`src/rtl/sram_port_arbiter.sv`:
```
// rtl/sram_port_arbiter.sv - SRAM port arbiter with clear sweep for builder and peak-finder requesters
// Optional build macro: SRAM_ARB_RR_EN (round-robin tie-break between builder and peak finder)
module sram_port_arbiter #(
  parameter int ADDR_W    = 10,
  parameter int DATA_W    = 12,
  parameter int CLR_DEPTH = 1024
) (
  input  logic              clk,
  input  logic              res,
  input  logic              clr_req,
  output logic              clr_busy,
  output logic              clr_done,
  input  logic              b_req,
  output logic              b_gnt,
  input  logic              b_we,
  input  logic [ADDR_W-1:0] b_waddr,
  input  logic [DATA_W-1:0] b_wdata,
  input  logic              b_re,
  input  logic [ADDR_W-1:0] b_raddr,
  output logic              b_rvalid,
  input  logic              p_req,
  output logic              p_gnt,
  input  logic              p_re,
  input  logic [ADDR_W-1:0] p_raddr,
  output logic              p_rvalid,
  output logic [ADDR_W-1:0] waddr,
  output logic [ADDR_W-1:0] raddr,
  output logic              wEnable,
  output logic              rEnable,
  output logic              writeFlag,
  output logic              readFlag,
  output logic [DATA_W-1:0] newCounts,
  input  logic [DATA_W-1:0] counts,
  output logic [DATA_W-1:0] rd_data
);

  typedef enum logic [1:0] {IDLE, CLEAR, GNT_B, GNT_P} state_t;

  localparam logic [ADDR_W-1:0] LAST_ADDR = ADDR_W'(CLR_DEPTH - 1);

  state_t              state_q, state_d;
  logic [ADDR_W-1:0]   cnt_q, cnt_d;
  logic                pend_q, pend_d;
  logic                b_gnt_q, p_gnt_q, clr_done_q;
  logic                b_rd_q, p_rd_q, b_rvalid_q, p_rvalid_q;
  logic [ADDR_W-1:0]   waddr_q, waddr_d, raddr_q, raddr_d;
  logic [DATA_W-1:0]   newc_q, newc_d;
  logic                wen_q, wen_d, ren_q, ren_d, wflag_q, wflag_d, rflag_q, rflag_d;
  logic                b_acc, p_acc;

`ifdef SRAM_ARB_RR_EN
  logic                last_p_q, last_p_d;
`endif

  // An owner's strobes only count while it holds the grant and still requests.
  assign b_acc = b_gnt_q & b_req;
  assign p_acc = p_gnt_q & p_req;

  // Next-state: clear beats builder beats peak finder; grants are non-preemptive.
  always_comb begin
    state_d = state_q;
    cnt_d   = cnt_q;
    pend_d  = pend_q;
`ifdef SRAM_ARB_RR_EN
    last_p_d = last_p_q;
`endif
    case (state_q)
      IDLE: begin
        pend_d = 1'b0;
        cnt_d  = '0;
        if (clr_req || pend_q) begin
          state_d = CLEAR;
        end else if (b_req && p_req) begin
`ifdef SRAM_ARB_RR_EN
          state_d  = last_p_q ? GNT_B : GNT_P;
          last_p_d = ~last_p_q;
`else
          state_d = GNT_B;
`endif
        end else if (b_req) begin
          state_d = GNT_B;
`ifdef SRAM_ARB_RR_EN
          last_p_d = 1'b0;
`endif
        end else if (p_req) begin
          state_d = GNT_P;
`ifdef SRAM_ARB_RR_EN
          last_p_d = 1'b1;
`endif
        end
      end
      CLEAR: begin
        if (cnt_q == LAST_ADDR) state_d = IDLE;
        else                    cnt_d   = cnt_q + 1'b1;
      end
      GNT_B: begin
        if (clr_req) pend_d  = 1'b1;
        if (!b_req)  state_d = IDLE;
      end
      GNT_P: begin
        if (clr_req) pend_d  = 1'b1;
        if (!p_req)  state_d = IDLE;
      end
      default: state_d = IDLE;
    endcase
  end

  // SRAM port values for the next cycle: clear sweep, else the owner's strobes, else idle levels.
  always_comb begin
    waddr_d = waddr_q;
    raddr_d = raddr_q;
    newc_d  = newc_q;
    wen_d   = 1'b0;
    ren_d   = 1'b1;
    wflag_d = 1'b0;
    rflag_d = 1'b0;
    if (state_d == CLEAR) begin
      waddr_d = cnt_d;
      newc_d  = '0;
      wen_d   = 1'b1;
      wflag_d = 1'b1;
    end else if (b_acc) begin
      if (b_we) begin
        waddr_d = b_waddr;
        newc_d  = b_wdata;
        wen_d   = 1'b1;
        wflag_d = 1'b1;
      end
      if (b_re) begin
        raddr_d = b_raddr;
        ren_d   = 1'b0;
        rflag_d = 1'b1;
      end
    end else if (p_acc && p_re) begin
      raddr_d = p_raddr;
      ren_d   = 1'b0;
      rflag_d = 1'b1;
    end
  end

  // State, grant, read-valid pipeline and SRAM port registers.
  always_ff @(posedge clk) begin
    if (res) begin
      state_q    <= IDLE;
      cnt_q      <= '0;
      pend_q     <= 1'b0;
      b_gnt_q    <= 1'b0;
      p_gnt_q    <= 1'b0;
      clr_done_q <= 1'b0;
      b_rd_q     <= 1'b0;
      p_rd_q     <= 1'b0;
      b_rvalid_q <= 1'b0;
      p_rvalid_q <= 1'b0;
      waddr_q    <= '0;
      raddr_q    <= '0;
      newc_q     <= '0;
      wen_q      <= 1'b0;
      ren_q      <= 1'b1;
      wflag_q    <= 1'b0;
      rflag_q    <= 1'b0;
`ifdef SRAM_ARB_RR_EN
      last_p_q   <= 1'b1;
`endif
    end else begin
      state_q    <= state_d;
      cnt_q      <= cnt_d;
      pend_q     <= pend_d;
      b_gnt_q    <= (state_d == GNT_B);
      p_gnt_q    <= (state_d == GNT_P);
      clr_done_q <= (state_q == CLEAR) && (state_d == IDLE);
      b_rd_q     <= b_acc & b_re;
      p_rd_q     <= p_acc & p_re;
      b_rvalid_q <= b_rd_q;
      p_rvalid_q <= p_rd_q;
      waddr_q    <= waddr_d;
      raddr_q    <= raddr_d;
      newc_q     <= newc_d;
      wen_q      <= wen_d;
      ren_q      <= ren_d;
      wflag_q    <= wflag_d;
      rflag_q    <= rflag_d;
`ifdef SRAM_ARB_RR_EN
      last_p_q   <= last_p_d;
`endif
    end
  end

  assign clr_busy  = (state_q == CLEAR);
  assign clr_done  = clr_done_q;
  assign b_gnt     = b_gnt_q;
  assign p_gnt     = p_gnt_q;
  assign b_rvalid  = b_rvalid_q;
  assign p_rvalid  = p_rvalid_q;
  assign waddr     = waddr_q;
  assign raddr     = raddr_q;
  assign newCounts = newc_q;
  assign wEnable   = wen_q;
  assign rEnable   = ren_q;
  assign writeFlag = wflag_q;
  assign readFlag  = rflag_q;
  assign rd_data   = counts;

endmodule

```
`config.mk`:
```
export PLATFORM = sky130hd
export DESIGN_NAME = sram_port_arbiter
export DESIGN_NICKNAME = d
export VERILOG_FILES = /design/src/rtl/sram_port_arbiter.sv
export SDC_FILE = /design/constraint.sdc
export NUM_CORES = 1
export LEC_CHECK = 0
export CELL_PAD_IN_SITES_DETAIL_PLACEMENT = 0
export CELL_PAD_IN_SITES_GLOBAL_PLACEMENT = 2
export CORE_MARGIN = 5
export CORE_UTILIZATION = 30
export CTS_BUF_LIST = sky130_fd_sc_hd__clkbuf_4 sky130_fd_sc_hd__clkbuf_8
export DETAILED_ROUTE_END_ITERATION = 16
export DONT_BUFFER_PORTS = 1
export GPL_ROUTABILITY_DRIVEN = 0
export PLACE_DENSITY = 0.77
export SLEW_MARGIN = 20
export SYNTH_ARGS = -nofsm -noshare
export SYNTH_HDL_FRONTEND = slang
export SYNTH_SLANG_ARGS = --single-unit
```
`constraint.sdc`:
```
create_clock -name clk -period 4.4 [get_ports clk]
set_clock_uncertainty 0.2 [all_clocks]
set_input_delay 0.22 -clock clk [delete_from_list [all_inputs] [get_ports clk]]
set_output_delay 0.22 -clock clk [all_outputs]
set_load 0.03 [all_outputs]
```
==> flow_metrics.py <==
metrics = {
    "pwr": {
        "vdd_drop_max_v": 0.000136,
        "pwr-share-clk_pct": 29.2,
        "combinationalPowerShare_pct": 12.9,
        "power.leakage_uw": 0.00100,
        "switchingPower_uw": 301,
        "swShare_pct": 30.5,
        "intPower_uw": 687,
        "power_frac_seq_pct": 57.9,
        "total_power_uw": 988,
        "cellPowerDensity_nw_per_um2": 338,
    },
    "cts": {
        "cts_buffer_depth": 2,
        "cts_setup_buffers": 0,
        "clk_latency_ps": 310,
        "cts_tree": "built",
        "path_clk_slew_ps": 110,
        "cts_made_buffers": 5,
        "h-tree-depth": 2,
        "root_buffer": "clkbuf_8",
        "clock_sinks": 55,
    },
    "min_path": {
        "holdCritPathClass": "primary input to flip-flop",
    },
    "routing": {
        "dr.pass1.iters": 4,
        "routedWlPerCell_um": 17.5,
        "highest_layer": "met4",
        "drt-met1-wl_mm": 3.10,
        "vias": 2118,
        "ant_nets": 0,
        "drc_errors": 0,
        "drt_iter0_drc": 110,
        "routed_wirelength_mm": 7.23,
        "met2_length_mm": 3.37,
        "viasPerCell": 5.14,
        "met3_length_um": 666,
    },
    "die": {
        "start_util_pct": 30.5,
        "num_rows": 33,
        "die_h_um": 101,
        "coreArea_um2": 8180,
        "die_area_um2": 10200,
        "fp.dieW_um": 101,
        "boundaryPins": 116,
    },
    "placement": {
        "dpl_cell_area_um2": 2440,
        "port_buffers": 0,
        "hpwl_mm": 5.10,
    },
    "layout": {
        "multi_input_area_um2": 1150,
        "layout_commonest_cell": "dfxtp_1",
        "seq_area_um2": 1100,
        "design_area_um2": 2930,
        "layout_common_cells": "55 x dfxtp_1, 47 x nand2_1, 37 x dlygate4sd3_1",
        "layout-drive-gt1-share_pct": 6.84,
        "nFillCells": 852,
        "nets": 369,
        "antenna_cells": 0,
        "area_growth_syn_to_layout_pct": 17.1,
    },
    "sta": {
        "max_freq_mhz": 344,
        "setup_tns_ps": 0,
        "finalCritPeriodShare_pct": 66.0,
        "finalSetupViolCount": 0,
        "grt_setup_unrepaired": "false",
        "worst_pin_slew_ps": 862,
        "drv_slew": 0,
        "slew_headroom_pct": 42.5,
        "period_minus_slack_ps": 2900,
        "hold_violations": 0,
        "timing.hold.ws_ps": 6.58,
    },
    "logic_synthesis": {
        "synth.largest_area_cell": "dfxtp_1",
        "synthDistinctLibCells": 49,
        "synthesis.nets": 355,
        "postSynthCellCount": 292,
        "yosys_warnings": 0,
        "ys_seq_area_share_pct": 44.1,
        "synth-seq-cells": 55,
        "synthArstFlopShare_pct": 0,
        "syn_area_per_cell_um2": 8.55,
        "syn_area_um2": 2500,
        "synth_top_area_share_pct": 44.1,
        "netlist_top_cells_area": "dfxtp_1 44%, nand2_1 7.1%, a221oi_1 6.0%",
        "synth_ff_type": "dfxtp_1",
        "synth_edf_count": 0,
    },
    "global_route": {
        "grt_max_degree": 42,
        "grt_pass1_wl_mm": 10.9,
        "grt_overflow": 0,
        "grt_pass1_vias": 2030,
        "grt_use_total_pct": 13.5,
        "antenna_found_initial": 0,
    },
    "critical_path": {
        "critPathBufInv": 1,
        "max_stage_delay_ps": 900,
        "required_ps": 4470,
        "critPathTopFamily": "flip-flops",
        "crit_arrival_ps": 2970,
        "start_kind": "flip-flop",
        "path_cells": "nand2b_1 > o22a_2 > nand2_2 > a21oi_1 > dlygate4sd3_1",
        "cp_slowest_cell": "dfxtp_1",
        "cp-end-kind": "flip-flop",
        "crit_path_max_fanout": 23,
        "crit_type": "flip-flop to flip-flop",
    },
    "flow_run": {
        "drv_cap": 0,
    },
    "outcome": {
        "status": "finished clean",
    },
}
## routing by layer
metal,track usage [%],up-vias
li1,-,1059
met1,17.0,968
met2,22.1,77
met3,4.48,14
met4,3.89,0
met5,0,-
## layout make-up
| class | count | share of cell area (%) |
|---|---|---|
| multi-input cells | 191 | 39.5 |
| flip-flops and latches | 55 | 37.6 |
| repair buffers | 38 | 13.3 |
| well taps | 105 | 4.49 |
| clock buffers | 5 | 2.35 |
| inverters | 15 | 1.92 |
| clock inverters | 3 | 0.770 |
## state kept, by name (all words and copies together) (netlist names)
register / cells
p_rd_q: 1
pend_q: 1
state_q: 2
p_gnt: 1
writeFlag: 1
rEnable: 1
clr_done: 1
waddr: 10
b_rd_q: 1
readFlag: 1
raddr: 10
b_gnt: 1
newCounts: 12
p_rvalid: 1
cnt_q: 10
b_rvalid: 1
## cells in the mapped netlist (2+ instances only)
library cell / number
nor2b_1: 3
dfxtp_1: 55
and3_1: 3
buf_2: 4
o21ai_2: 2
nand2b_1: 3
o22ai_1: 14
clkbuf_1: 10
a211oi_1: 5
a221oi_1: 17
buf_4: 15
a21oi_2: 2
a21oi_1: 20
nor3_1: 6
and2_1: 8
inv_1: 15
o21ai_0: 3
nand3_1: 8
a31oi_1: 3
nor2_1: 16
nand4_1: 3
nand2_1: 47
mux2i_1: 3
or3_1: 2
## worst paths after layout
kind / from / to / slack [ps] / cells past startpoint
min: res / pend_q / 7 / 2
min reg2reg: p_rd_q / p_rvalid / 240 / 1
max: state_q[1] / writeFlag / 1500 / 5
max reg2reg: state_q[1] / writeFlag / 1500 / 5
## power groups by stage
stage	clock, uW	sequential, uW	combinational (uW)
6_report	289	572	128
5_1_grt	318	576	141
4_1_cts	303	573	128
3_5_place_dp	0	584	96.4
3_3_place_gp	0	585	96.3
2_1_floorplan	0	568	115
## metrics by stage
step / cells / utilization (%) / worst slack, ps
finish: 412 / 35.8 / 1500
global route: 412 / 35.8 / 1310
CTS: 412 / 35.8 / 1510
detailed placement: 366 / 29.9 / 1770
global placement: 366 / 29.9 / 1830
floorplan: 292 / - / 2410
## worst reg2reg max path: stages (launching register included)
cell           delay, ps
dfxtp_1              900
nand2b_1             480
o22a_2               330
nand2_2              220
a21oi_1              190
dlygate4sd3_1        560
## cell families after synthesis
group           after synthesis  synth area share (%)
flops                        55                  44.1
simple gates                104                  19.8
mux                           3                  1.20
xor+xnor                      1                 0.351
fa+ha+maj                     1                 0.501
buf+inv                      46                  9.67
compound gates               82                  24.3
## what timing repair did
action,CTS,global route
hold buffers,38,0
resized for setup,0,0
hold endpoints to repair,54,0
Power figures use the tool's default switching activity.
